`src/rtl/capture_pkg.sv`:
```
`default_nettype none
// ============================================================================
//  Module      : capture_pkg
//  Description : Shared types and constants for the ADC capture sequencer:
//                FSM state encoding, register word offsets, CTRL/STATUS bit
//                positions and the STATUS word packing helper.
//  Revision    : 1.0  initial release
// ============================================================================
package capture_pkg;

    typedef enum logic [1:0] {
        ST_IDLE    = 2'd0,
        ST_ARMED   = 2'd1,
        ST_CAPTURE = 2'd2,
        ST_DONE    = 2'd3
    } cap_state_t;

    // Register word index (byte address bits [3:2])
    localparam logic [1:0] REG_CTRL   = 2'd0;
    localparam logic [1:0] REG_STATUS = 2'd1;
    localparam logic [1:0] REG_LEN    = 2'd2;
    localparam logic [1:0] REG_COUNT  = 2'd3;

    // CTRL bit positions
    localparam int CTRL_EN     = 0;
    localparam int CTRL_START  = 1;
    localparam int CTRL_IRQ_EN = 2;
    localparam int CTRL_ABORT  = 3;

    // STATUS bit positions
    localparam int STS_BUSY  = 0;
    localparam int STS_DONE  = 1;
    localparam int STS_OVF   = 2;
    localparam int STS_ARMED = 3;

    localparam logic [1:0] AXI_RESP_OKAY = 2'b00;

    // Pack the STATUS read word from its individual flags
    function automatic logic [31:0] status_word(input logic busy, input logic done,
                                                input logic ovf,  input logic armed);
        logic [31:0] w;
        w            = '0;
        w[STS_BUSY]  = busy;
        w[STS_DONE]  = done;
        w[STS_OVF]   = ovf;
        w[STS_ARMED] = armed;
        return w;
    endfunction

endpackage
`default_nettype wire

```
`src/rtl/capture_axil_if.sv`:
```
`default_nettype none
// ============================================================================
//  Module      : capture_axil_if
//  Description : AXI4-Lite slave bus bundle used by the capture sequencer.
//                master modport = bus initiator (PS), slave modport = block.
//  Revision    : 1.0  initial release
// ============================================================================
interface capture_axil_if #(
    parameter int ADDR_W = 4
) ();
    logic [ADDR_W-1:0] awaddr;
    logic              awvalid;
    logic              awready;
    logic [31:0]       wdata;
    logic [3:0]        wstrb;
    logic              wvalid;
    logic              wready;
    logic [1:0]        bresp;
    logic              bvalid;
    logic              bready;
    logic [ADDR_W-1:0] araddr;
    logic              arvalid;
    logic              arready;
    logic [31:0]       rdata;
    logic [1:0]        rresp;
    logic              rvalid;
    logic              rready;

    modport master (
        output awaddr, awvalid, wdata, wstrb, wvalid, bready, araddr, arvalid, rready,
        input  awready, wready, bresp, bvalid, arready, rdata, rresp, rvalid
    );

    modport slave (
        input  awaddr, awvalid, wdata, wstrb, wvalid, bready, araddr, arvalid, rready,
        output awready, wready, bresp, bvalid, arready, rdata, rresp, rvalid
    );
endinterface
`default_nettype wire

```
`src/rtl/capture_axil_regs.sv`:
```
`default_nettype none
// ============================================================================
//  Module      : capture_axil_regs
//  Description : AXI4-Lite handshake and register file for capture_ctrl.
//                CTRL (EN, IRQ_EN rw; START, ABORT self-clearing pulses),
//                STATUS (BUSY/ARMED live, DONE/OVF sticky w1c), LEN rw,
//                COUNT ro. Write strobes are ignored.
//  Revision    : 1.0  initial release
// ============================================================================
module capture_axil_regs
    import capture_pkg::*;
#(
    parameter int LEN_W  = 24,
    parameter int ADDR_W = 4
) (
    input  wire logic             clk,
    input  wire logic             resetn,
    capture_axil_if.slave         axil,
    output logic                  en_o,
    output logic                  irq_en_o,
    output logic                  start_o,
    output logic                  abort_o,
    output logic [LEN_W-1:0]      len_o,
    output logic                  irq_o,
    input  wire logic             busy_i,
    input  wire logic             armed_i,
    input  wire logic             done_set_i,
    input  wire logic             ovf_set_i,
    input  wire logic [LEN_W-1:0] count_i
);

    logic              awready_q;
    logic              bvalid_q;
    logic              arready_q;
    logic              rvalid_q;
    logic [31:0]       rdata_q;
    logic              en_q;
    logic              irq_en_q;
    logic              start_q;
    logic              abort_q;
    logic              done_q;
    logic              ovf_q;
    logic [LEN_W-1:0]  len_q;

    logic [ADDR_W-3:0] w_wr_idx;
    logic [ADDR_W-3:0] w_rd_idx;
    logic              w_wr_hs;
    logic              w_rd_hs;
    logic              w_w1c;
    logic [31:0]       w_rd_word;
    logic              w_unused;

    assign w_wr_idx = axil.awaddr[ADDR_W-1:2];
    assign w_rd_idx = axil.araddr[ADDR_W-1:2];
    // awready stays high for exactly the handshake cycle, so it qualifies the transfer
    assign w_wr_hs  = awready_q & axil.awvalid & axil.wvalid;
    assign w_rd_hs  = arready_q & axil.arvalid;
    assign w_w1c    = w_wr_hs & (w_wr_idx == (ADDR_W-2)'(REG_STATUS));

    assign w_unused = ^{axil.wstrb, axil.wdata, axil.awaddr[1:0], axil.araddr[1:0]};

    // Read data mux; any index outside the four words returns zero
    always_comb begin
        w_rd_word = '0;
        if (w_rd_idx == (ADDR_W-2)'(REG_CTRL)) begin
            w_rd_word[CTRL_EN]     = en_q;
            w_rd_word[CTRL_IRQ_EN] = irq_en_q;
        end else if (w_rd_idx == (ADDR_W-2)'(REG_STATUS)) begin
            w_rd_word = status_word(busy_i, done_q, ovf_q, armed_i);
        end else if (w_rd_idx == (ADDR_W-2)'(REG_LEN)) begin
            w_rd_word = 32'(len_q);
        end else if (w_rd_idx == (ADDR_W-2)'(REG_COUNT)) begin
            w_rd_word = 32'(count_i);
        end
    end

    // AXI-Lite channel handshakes and register updates
    always_ff @(posedge clk or negedge resetn) begin
        if (!resetn) begin
            awready_q <= 1'b0;
            bvalid_q  <= 1'b0;
            arready_q <= 1'b0;
            rvalid_q  <= 1'b0;
            rdata_q   <= '0;
            en_q      <= 1'b0;
            irq_en_q  <= 1'b0;
            start_q   <= 1'b0;
            abort_q   <= 1'b0;
            done_q    <= 1'b0;
            ovf_q     <= 1'b0;
            len_q     <= '0;
        end else begin
            start_q <= 1'b0;
            abort_q <= 1'b0;

            if (awready_q) begin
                awready_q <= 1'b0;
            end else if (axil.awvalid && axil.wvalid && !bvalid_q) begin
                awready_q <= 1'b1;
            end

            if (w_wr_hs) begin
                bvalid_q <= 1'b1;
            end else if (bvalid_q && axil.bready) begin
                bvalid_q <= 1'b0;
            end

            if (w_wr_hs && (w_wr_idx == (ADDR_W-2)'(REG_CTRL))) begin
                en_q     <= axil.wdata[CTRL_EN];
                irq_en_q <= axil.wdata[CTRL_IRQ_EN];
                abort_q  <= axil.wdata[CTRL_ABORT];
                // ABORT in the same write suppresses START
                start_q  <= axil.wdata[CTRL_START] & ~axil.wdata[CTRL_ABORT];
            end
            if (w_wr_hs && (w_wr_idx == (ADDR_W-2)'(REG_LEN))) begin
                len_q <= axil.wdata[LEN_W-1:0];
            end

            // Sticky flags: a new set event beats a simultaneous clear
            done_q <= done_set_i | (done_q & ~(w_w1c & axil.wdata[STS_DONE]));
            ovf_q  <= ovf_set_i  | (ovf_q  & ~(w_w1c & axil.wdata[STS_OVF]));

            if (arready_q) begin
                arready_q <= 1'b0;
            end else if (axil.arvalid && !rvalid_q) begin
                arready_q <= 1'b1;
            end

            if (w_rd_hs) begin
                rvalid_q <= 1'b1;
                rdata_q  <= w_rd_word;
            end else if (rvalid_q && axil.rready) begin
                rvalid_q <= 1'b0;
            end
        end
    end

    assign axil.awready = awready_q;
    assign axil.wready  = awready_q;
    assign axil.bvalid  = bvalid_q;
    assign axil.bresp   = AXI_RESP_OKAY;
    assign axil.arready = arready_q;
    assign axil.rvalid  = rvalid_q;
    assign axil.rdata   = rdata_q;
    assign axil.rresp   = AXI_RESP_OKAY;

    assign en_o     = en_q;
    assign irq_en_o = irq_en_q;
    assign start_o  = start_q;
    assign abort_o  = abort_q;
    assign len_o    = len_q;
    assign irq_o    = done_q & irq_en_q;

endmodule
`default_nettype wire

```
`src/rtl/capture_ctrl.sv`:
```
`default_nettype none
// ============================================================================
//  Module      : capture_ctrl
//  Description : AXI4-Lite controlled ADC capture sequencer. On START streams
//                LEN samples to an AXI4-Stream master with tlast on the final
//                beat, then flags DONE / IRQ. Samples arriving while the
//                output beat is stalled are dropped and flagged as OVF.
//                Optional build macro CAPTURE_TRIG_EN adds a trig input and
//                an ARMED state that waits for a trig rising edge.
//  Revision    : 1.0  initial release
// ============================================================================
module capture_ctrl
    import capture_pkg::*;
#(
    parameter int DATA_W = 16,
    parameter int LEN_W  = 24,
    parameter int ADDR_W = 4
) (
    input  wire logic              clk,
    input  wire logic              resetn,
    capture_axil_if.slave          s_axi,
    input  wire logic              smp_valid,
    input  wire logic [DATA_W-1:0] smp_data,
    output logic                   m_tvalid,
    output logic [DATA_W-1:0]      m_tdata,
    output logic                   m_tlast,
    input  wire logic              m_tready,
`ifdef CAPTURE_TRIG_EN
    input  wire logic              trig,
`endif
    output logic                   irq
);

    logic              w_en;
    logic              w_irq_en;
    logic              w_start;
    logic              w_abort;
    logic [LEN_W-1:0]  w_len;

    cap_state_t        state_q;
    logic [LEN_W-1:0]  count_q;
    logic [LEN_W-1:0]  count_d;
    logic [LEN_W-1:0]  len_q;
    logic              tvalid_q;
    logic              tlast_q;
    logic [DATA_W-1:0] tdata_q;
`ifdef CAPTURE_TRIG_EN
    logic              trig_q;
`endif

    logic w_stop;
    logic w_accept;
    logic w_last_acc;
    logic w_load;
    logic w_ovf_set;
    logic w_done_set;
    logic w_busy;
    logic w_armed;
    logic w_unused;

    capture_axil_regs #(
        .LEN_W  (LEN_W),
        .ADDR_W (ADDR_W)
    ) u_regs (
        .clk        (clk),
        .resetn     (resetn),
        .axil       (s_axi),
        .en_o       (w_en),
        .irq_en_o   (w_irq_en),
        .start_o    (w_start),
        .abort_o    (w_abort),
        .len_o      (w_len),
        .irq_o      (irq),
        .busy_i     (w_busy),
        .armed_i    (w_armed),
        .done_set_i (w_done_set),
        .ovf_set_i  (w_ovf_set),
        .count_i    (count_q)
    );

    assign w_unused   = w_irq_en;
    assign w_stop     = w_abort | ~w_en;
    assign w_accept   = tvalid_q & m_tready;
    assign w_last_acc = w_accept & tlast_q;
    // Output register can take a new sample when empty or draining this cycle
    assign w_load     = smp_valid & (~tvalid_q | m_tready) & ~w_last_acc;
    assign count_d    = count_q + LEN_W'(w_accept);
    assign w_ovf_set  = (state_q == ST_CAPTURE) & ~w_stop & smp_valid & tvalid_q & ~m_tready;
    assign w_done_set = (state_q == ST_DONE);
    assign w_busy     = (state_q == ST_CAPTURE) | (state_q == ST_ARMED);
    assign w_armed    = (state_q == ST_ARMED);

    // Capture FSM with registered stream outputs and beat counter
    always_ff @(posedge clk or negedge resetn) begin
        if (!resetn) begin
            state_q  <= ST_IDLE;
            count_q  <= '0;
            len_q    <= '0;
            tvalid_q <= 1'b0;
            tlast_q  <= 1'b0;
            tdata_q  <= '0;
`ifdef CAPTURE_TRIG_EN
            trig_q   <= 1'b0;
`endif
        end else begin
`ifdef CAPTURE_TRIG_EN
            trig_q <= trig;
`endif
            case (state_q)
                ST_IDLE: begin
                    tvalid_q <= 1'b0;
                    tlast_q  <= 1'b0;
                    if (w_start && w_en && (w_len != '0)) begin
                        count_q <= '0;
                        len_q   <= w_len;
`ifdef CAPTURE_TRIG_EN
                        state_q <= ST_ARMED;
`else
                        state_q <= ST_CAPTURE;
`endif
                    end
                end
                ST_ARMED: begin
                    if (w_stop) begin
                        state_q <= ST_IDLE;
`ifdef CAPTURE_TRIG_EN
                    end else if (trig && !trig_q) begin
                        state_q <= ST_CAPTURE;
`endif
                    end
                end
                ST_CAPTURE: begin
                    if (w_stop) begin
                        state_q  <= ST_IDLE;
                        tvalid_q <= 1'b0;
                        tlast_q  <= 1'b0;
                    end else begin
                        if (w_accept) begin
                            count_q <= count_d;
                        end
                        if (w_last_acc) begin
                            state_q  <= ST_DONE;
                            tvalid_q <= 1'b0;
                            tlast_q  <= 1'b0;
                        end else if (w_load) begin
                            tvalid_q <= 1'b1;
                            tdata_q  <= smp_data;
                            // count_d is the index this new beat will occupy
                            tlast_q  <= (count_d == (len_q - LEN_W'(1)));
                        end else if (w_accept) begin
                            tvalid_q <= 1'b0;
                            tlast_q  <= 1'b0;
                        end
                    end
                end
                ST_DONE: begin
                    state_q <= ST_IDLE;
                end
                default: begin
                    state_q <= ST_IDLE;
                end
            endcase
        end
    end

    assign m_tvalid = tvalid_q;
    assign m_tdata  = tdata_q;
    assign m_tlast  = tlast_q;

endmodule
`default_nettype wire
```
`src/flat_wrapper.sv`:
```
// flat-port wrapper written by rule: the top's interface ports become plain ports
module capture_ctrl_flat import capture_pkg::*;
#(
    parameter int DATA_W = 16,
    parameter int LEN_W  = 24,
    parameter int ADDR_W = 4
)
  (clk, resetn, smp_valid, smp_data, m_tvalid, m_tdata, m_tlast, m_tready, irq, s_axi_awaddr, s_axi_awvalid, s_axi_wdata, s_axi_wstrb, s_axi_wvalid, s_axi_bready, s_axi_araddr, s_axi_arvalid, s_axi_rready, s_axi_awready, s_axi_wready, s_axi_bresp, s_axi_bvalid, s_axi_arready, s_axi_rdata, s_axi_rresp, s_axi_rvalid);
  capture_axil_if #(.ADDR_W(ADDR_W)) s_axi_i ();
  input  wire logic clk;
  input  wire logic resetn;
  input  wire logic smp_valid;
  input  wire logic [DATA_W-1:0] smp_data;
  output logic m_tvalid;
  output logic [DATA_W-1:0] m_tdata;
  output logic m_tlast;
  input  wire logic m_tready;
  output logic irq;
  input wire logic [$bits(s_axi_i.awaddr)-1:0] s_axi_awaddr;
  input wire logic [$bits(s_axi_i.awvalid)-1:0] s_axi_awvalid;
  input wire logic [$bits(s_axi_i.wdata)-1:0] s_axi_wdata;
  input wire logic [$bits(s_axi_i.wstrb)-1:0] s_axi_wstrb;
  input wire logic [$bits(s_axi_i.wvalid)-1:0] s_axi_wvalid;
  input wire logic [$bits(s_axi_i.bready)-1:0] s_axi_bready;
  input wire logic [$bits(s_axi_i.araddr)-1:0] s_axi_araddr;
  input wire logic [$bits(s_axi_i.arvalid)-1:0] s_axi_arvalid;
  input wire logic [$bits(s_axi_i.rready)-1:0] s_axi_rready;
  output wire logic [$bits(s_axi_i.awready)-1:0] s_axi_awready;
  output wire logic [$bits(s_axi_i.wready)-1:0] s_axi_wready;
  output wire logic [$bits(s_axi_i.bresp)-1:0] s_axi_bresp;
  output wire logic [$bits(s_axi_i.bvalid)-1:0] s_axi_bvalid;
  output wire logic [$bits(s_axi_i.arready)-1:0] s_axi_arready;
  output wire logic [$bits(s_axi_i.rdata)-1:0] s_axi_rdata;
  output wire logic [$bits(s_axi_i.rresp)-1:0] s_axi_rresp;
  output wire logic [$bits(s_axi_i.rvalid)-1:0] s_axi_rvalid;
  assign s_axi_i.awaddr = s_axi_awaddr;
  assign s_axi_i.awvalid = s_axi_awvalid;
  assign s_axi_i.wdata = s_axi_wdata;
  assign s_axi_i.wstrb = s_axi_wstrb;
  assign s_axi_i.wvalid = s_axi_wvalid;
  assign s_axi_i.bready = s_axi_bready;
  assign s_axi_i.araddr = s_axi_araddr;
  assign s_axi_i.arvalid = s_axi_arvalid;
  assign s_axi_i.rready = s_axi_rready;
  assign s_axi_awready = s_axi_i.awready;
  assign s_axi_wready = s_axi_i.wready;
  assign s_axi_bresp = s_axi_i.bresp;
  assign s_axi_bvalid = s_axi_i.bvalid;
  assign s_axi_arready = s_axi_i.arready;
  assign s_axi_rdata = s_axi_i.rdata;
  assign s_axi_rresp = s_axi_i.rresp;
  assign s_axi_rvalid = s_axi_i.rvalid;
  capture_ctrl #(.DATA_W(DATA_W), .LEN_W(LEN_W), .ADDR_W(ADDR_W)) u_core (.clk(clk), .resetn(resetn), .s_axi(s_axi_i), .smp_valid(smp_valid), .smp_data(smp_data), .m_tvalid(m_tvalid), .m_tdata(m_tdata), .m_tlast(m_tlast), .m_tready(m_tready), .irq(irq));
endmodule
```
`config.mk`:
```
export PLATFORM = sky130hd
export DESIGN_NAME = capture_ctrl_flat
export DESIGN_NICKNAME = d
export VERILOG_FILES = /design/src/rtl/capture_pkg.sv /design/src/rtl/capture_axil_if.sv /design/src/rtl/capture_axil_regs.sv /design/src/rtl/capture_ctrl.sv /design/src/flat_wrapper.sv
export SDC_FILE = /design/constraint.sdc
export NUM_CORES = 1
export LEC_CHECK = 0
export CAP_MARGIN = 20
export CORE_MARGIN = 2
export CORE_UTILIZATION = 29
export DETAILED_ROUTE_END_ITERATION = 16
export GPL_TIMING_DRIVEN = 0
export HOLD_SLACK_MARGIN = 0.02
export PLACE_DENSITY_LB_ADDON = 0.2
export SYNTH_ARGS = -nofsm -noshare
export SYNTH_HDL_FRONTEND = slang
export SYNTH_SLANG_ARGS = --single-unit
```
`constraint.sdc`:
```
create_clock -name clk -period 4.25 [get_ports clk]
set_input_delay 0.425 -clock clk [delete_from_list [all_inputs] [get_ports clk]]
set_output_delay 0.425 -clock clk [all_outputs]
set_load 0.02 [all_outputs]
```
== Yosys cells after proc, flatten, opt, wreduce, memory -nomap -nowiden ==
Cells that the tools add are included.

* $add $sub $neg: 2
* Equal/unequal tests: 15
* Multiplexer cells: 35
* Bitwise logic cells: 31
* Reductions and logical operators: 23

{| class="wikitable"
|+ Operator list
! cell !! count
|-
| 24-bit 2-to-1 mux || 4
|-
| 32-bit 2-to-1 mux || 2
|-
| 24-bit case mux with 2 select lines || 1
|-
| 29-bit 2-to-1 mux || 1
|-
| 24-bit by 1-bit adder with 24-bit output || 1
|-
| 24-bit equality test || 1
|-
| 24-bit nonzero test || 1
|-
| 24-bit by 1-bit subtractor with 24-bit output (second input constant) || 1
|-
| 1-bit 2-to-1 mux || 20
|-
| 1-bit bitwise AND || 18
|-
| 2-bit equality test (second input constant) || 5
|-
| 1-bit logical AND || 9
|-
| 2-bit 2-to-1 mux || 4
|-
| 1-bit NOT || 8
|-
| 2-bit case mux with 4 select lines || 1
|-
| 4-bit AND reduction || 2
|-
| 2-bit by 1-bit equality test with 1-bit output (second input constant) || 3
|-
| 2-bit logical NOT || 3
|-
| 2-bit by 1-bit != test with 1-bit output (second input constant) || 3
|-
| 2-bit nonzero test || 3
|-
| 5-bit by 1-bit != test with 1-bit output (second input constant) || 1
|-
| 1-bit OR || 5
|-
| 1-bit case mux with 2 select lines || 2
|-
| 2-bit AND reduction || 2
|-
| other kinds (4) || 5
|}

* Register bits after elaboration: 134

== Logic depth before layout (Yosys ltp) ==
* Depth in word-level cells: 8
* Gate-level depth with buffers: 11
* Depth with buffers taken out: 10

== Cells and area by module ==
Synthesis repeated with hierarchy kept, for this count alone.

* Cells, all modules: 623
* Area, all modules: 6,814.0 µm²

{| class="wikitable"
|+ Modules (own cells, without submodules)
! module !! instances !! cells each !! area an instance (µm²) !! seq. area each (µm²)
|-
| capture_ctrl || 1 || 421 || 4,174.0 || 1,701.6
|-
| capture_axil_regs || 1 || 202 || 2,640.0 || 1,451.4
|}

== Least setup slack after synthesis ==
No wires, ideal clock.

* Path kind: reg-to-reg
* From: reg u_core.tvalid_q (netlist: u_core.m_tvalid)
* To: reg u_core.tlast_q (netlist: u_core.m_tlast)
* Library setup time: 0.066 ns
* Arrival time: 2.736 ns
* Setup slack: 1.447 ns
* Stages on the path, launching flop included: 11
* Buffers on the path: 1
* Path through: dfrtp_1 > and2_1 > ha_1 > nand2_1 > or4_1 > buf_2 > o31a_1 > o21ai_1 > or4b_1 > a211oi_2 > a41o_1

* Cells in the longest elaborated chain, start to end: 8

{| class="wikitable"
|+ Ends and longest elaborated chain
! element !! RTL line !! source
|-
| start: declaration || capture_ctrl.sv:44 || <nowiki>logic tvalid_q;</nowiki>
|-
| start signal: assignment || capture_ctrl.sv:99 || <nowiki>tvalid_q <= 1'b0;</nowiki>
|-
| start signal: assignment || capture_ctrl.sv:111 || <nowiki>tvalid_q <= 1'b0;</nowiki>
|-
| start signal: assignment || capture_ctrl.sv:135 || <nowiki>tvalid_q <= 1'b0;</nowiki>
|-
| branches (longest 8 deep; another with 24-bit by 1-bit adder with 24-bit output) || - ||
|-
| end signal: assignment || capture_ctrl.sv:149 || <nowiki>tlast_q <= (count_d == (len_q - LEN_W'(1)));</nowiki>
|-
| end: declaration || capture_ctrl.sv:45 || <nowiki>logic tlast_q;</nowiki>
|}

Several ways; the timed one is not identified.
A chain may end at the register's enable or synchronous reset.

== Worst setup path in the final report ==
* From: in m_tready
* To: reg u_core.tlast_q (netlist: u_core.m_tlast)

* Cells in the longest elaborated chain, start to end: 8

{| class="wikitable"
|+ Ends and longest elaborated chain
! element !! RTL line !! source
|-
| start: declaration || flat_wrapper.sv:17 || <nowiki>input wire logic m_tready;</nowiki>
|-
| branches (longest 8 deep; another with 24-bit by 1-bit adder with 24-bit output) || - ||
|}

Several ways; the timed one is not identified.

==> key figures <==
Yosys
  • Post-synthesis simple-gate area fraction: 0.1539
  • Yosys cell types: 56
  • Top_reg_cell synth: dfrtp_1
  • Top cell type by total area after synthesis: dfrtp_1
  • Largest family of logic cells by synthesized area: multiplexers
  • Cell Area, Synth: between 0.006 and 0.007 mm^2
  • Xor and xnor fraction of the mapped netlist area: 0.08323
  • Share of the synthesized area in the top cell type: 0.4640
  • Synth warnings: 0
  • Post-synthesis async set-or-reset flop share: 1.000
  • Top cells by area, synth: dfrtp_1 46%, mux2_2 12%, xnor2_1 4.3%
  • Post-synthesis mux area share: 0.1565
  • Synth Register Bits: roughly 130
  • Post-synth EDFFs: 0
  • Synth Instances: roughly 630
  • Register area share after synthesis: 0.4640
  • Post-synthesis adder-cell area fraction: 0.01289
  • Avg Cell Area, Syn: 10.82 um^2
  • Synth Area in Compound Gates: 0.07825

Finish
  • Final nets: between 800 and 900
  • Fill cells: approximately 2400
  • Area delta synth->final: 29.90%
  • Final core occ: 0.3795
  • Multi-input logic area: around 0.0033 mm^2
  • Antenna diodes: 0
  • Share of layout cells above drive strength 1: 0.1878
  • Register area: 0.003153 mm^2
  • Final instance area: between 0.008 and 0.009 mm^2
  • Commonest non-fill, non-tap cell in the layout: dfrtp_1
  • Most frequent cells in the layout: 126 x dfrtp_1, 98 x clkdlybuf4s50_1, 70 x mux2_2, 66 x nand2_1, 51 x o21ai_0

Drt
  • DRC: 0
  • DRT iter0 DRCs: a little under 300
  • Via count: ~5100
  • Wire length per cell: 16.82 um
  • Antenna-violating nets left: 0
  • Vias per cell: approximately 4.7
  • Initial DRT Pass Iterations: 4
  • Routed WL: approximately 18 mm

Global route
  • Tot GR Track Use: 0.1578
  • Vias in the first global route: between 5000 and 6000
  • Largest net degree at the start of global routing: 94
  • First-pass GRT wire length: about 30 mm
  • Initial antenna violation count: 0
  • GRT Residual Overflow: 0

Timing
  • Fmax: 0.2766 GHz
  • Worst-Margin Slew: about 1.0 ns
  • Endpoints failing setup: 0
  • Worst Skew: 0.006238 ns
  • Setup TNS: 0 ns
  • Slew Viols, Final: 0
  • Final hold slack: around 0.45 ns
  • Post-layout min period: roughly 3.6 ns
  • Hold Fails Final Rpt: 0
  • RSZ-0062 raised after global routing: false
  • Worst rel slew slack: 0.3177
  • Fin crit share: 0.8508

Floorplanning
  • Full die area: 0.02467 mm^2
  • Row count: between 50 and 60
  • Initial Util: 0.2921
  • IO Count: approximately 130
  • Die Y: 157.1 um
  • Core Region: between 0.02 and 0.025 mm^2
  • Die Width: between 150 and 200 um

Pwr
  • Overall Power: approximately 4.0 mW
  • Worst VDD drop: roughly 350 uV
  • Pleak: roughly 4 nW
  • Power Density: roughly 450 mW/mm^2

Clocking
  • Post-CTS Setup Inserts: 0
  • CTS tree: built
  • Num CTS Buffers: 17
  • Worst skew pair latency: around 0.42 ns
  • Clock buffer depth: 2
  • H-tree levels: 4
  • Clock sinks: around 130
  • CTS Root Buffer Type: clkbuf_16
  • Clock-pin slew on the worst setup and hold paths: 0.06 ns

Setup path
  • Worst endpoint required time: between 4 and 5 ns
  • Critical path capture point type: flip-flop
  • R2r endpoint: u_core.m_tlast
  • R2R depth: 10
  • Worst R2R Start: u_core.m_tvalid
  • Setup crit start: m_tready
  • Crit start category: input pin
  • CP cell instances: clkdlybuf4s50_1, and2_1, ha_1, ha_1, clkbuf_1, nand2_1, nor4b_1, xnor3_1, nand2_1, nor4_1, a41o_1
  • Setup CP Type: in -> reg
  • Crit Path Max Fanout: 9
  • CP max stage delay: 0.68 ns
  • R2R Setup Slk: approximately 0.67 ns
  • Slowest cell on the critical path: nor4b_1
  • Critical path data arrival time: roughly 4.0 ns

Placed design
  • Dpl cell area: 0.008255 mm^2
  • Port Buf Inserts: slightly below 100
  • DP HPWL: between 10 and 15 mm
  • Routability cong.: 0.8362

Run status
  • Outcome: finished, final reports clean

Run
  • Max Cap Viol: 0

Min path
  • Worst min path class: in -> async
## critical path, delay by kind of cell
kind,cells,cell delay (ns)
buffers and inverters,2,0.93
AO/OA/AOI/OAI,1,0.26
XOR/XNOR,1,0.37
adder cells (fa/ha/maj),2,0.42
AND/OR/NAND/NOR,5,1.56
## through the flow
stage	std cells	setup slack (ns)
3_5_place_dp	1058	0.2305
5_1_grt	1091	0.3786
2_1_floorplan	639	1.447
4_1_cts	1091	0.6613
6_report	1091	0.6341
3_3_place_gp	1057	-2.645
## worst max path at each step
stage	to	slack, ns
global placement	u_core.u_regs.axil.rdata[15]	-2.65
detailed placement	u_core.m_tlast	0.23
global route	u_core.m_tlast	0.38
floorplan	u_core.m_tlast	1.45
CTS	u_core.m_tlast	0.66
finish	u_core.m_tlast	0.63
## cells by family after synthesis
| family | count (synthesis) |
|---|---|
| mux | 95 |
| simple gates | 194 |
| xor+xnor | 55 |
| buf+inv | 58 |
| other cells | 1 |
| compound gates | 92 |
| flops | 126 |
| fa+ha+maj | 7 |
## routing by layer
metal / wire length (um) / vias to the layer above / GRT usage
met1: 8590 / 2508 / 0.2137
li1: - / 2493 / -
met2: 8639 / 114 / 0.2515
met4: 251 / 0 / 0.04935
met3: 864 / 17 / 0.03552
met5: 0 / - / 0
## registers in the layout, summed over array words and instances, names as in the netlist, 2 cells and up
signal                    cells
u_core.state_q                2
u_core.count_q               24
u_core.u_regs.len_o          24
u_core.u_regs.axil.rdata     24
u_core.len_q                 24
u_core.m_tdata               16
## report_power, final
group | internal (mW) | leakage [nW] | switching [mW]
clock | 0.810 | 0.267 | 0.588
combinational | 0.468 | 1.96 | 0.590
sequential | 1.38 | 1.69 | 0.133
## final cells by class
type                       count  area share
clock buffer                  17     0.04819
sequential                   126      0.3572
buffer                        50     0.03558
tap                          319     0.04522
timing repair buffer         101      0.1167
inverter                       8    0.003402
clock inverter                15     0.01545
multi-input combinational    455      0.3783
## synth_stat cells (2+ instances only)
cell type and n:
buf_1 2, nand3_1 17, a21oi_1 17, inv_1 8
nor2_1 11, nor4_1 15, or4_4 2, nand2_1 66
clkbuf_1 21, nand4_1 10, ha_1 7, buf_4 16
or4b_1 2, xnor3_1 5, o21ai_0 51, or2_2 3
a31oi_1 2, buf_6 7, a22o_1 4, a22oi_1 2
nor3_1 26, mux2_2 70, xor2_1 16, nand2b_1 2
and2_1 6, mux4_2 2, and4_1 5, or4_1 5
a21o_1 4, nor4b_1 2, dfrtp_1 126, o31ai_1 5
nor2b_1 4, nand4_2 3, xnor2_1 33, nor3b_1 4
mux2i_1 23, buf_2 2, or3_1 5
## timing repair
item                                    CTS  global route
hold buffers                              1             0
endpoints found under the hold margin    33             0
endpoints found under the setup margin    0             0
gates resized for setup                   0             0
Power figures use the tool's default switching activity.
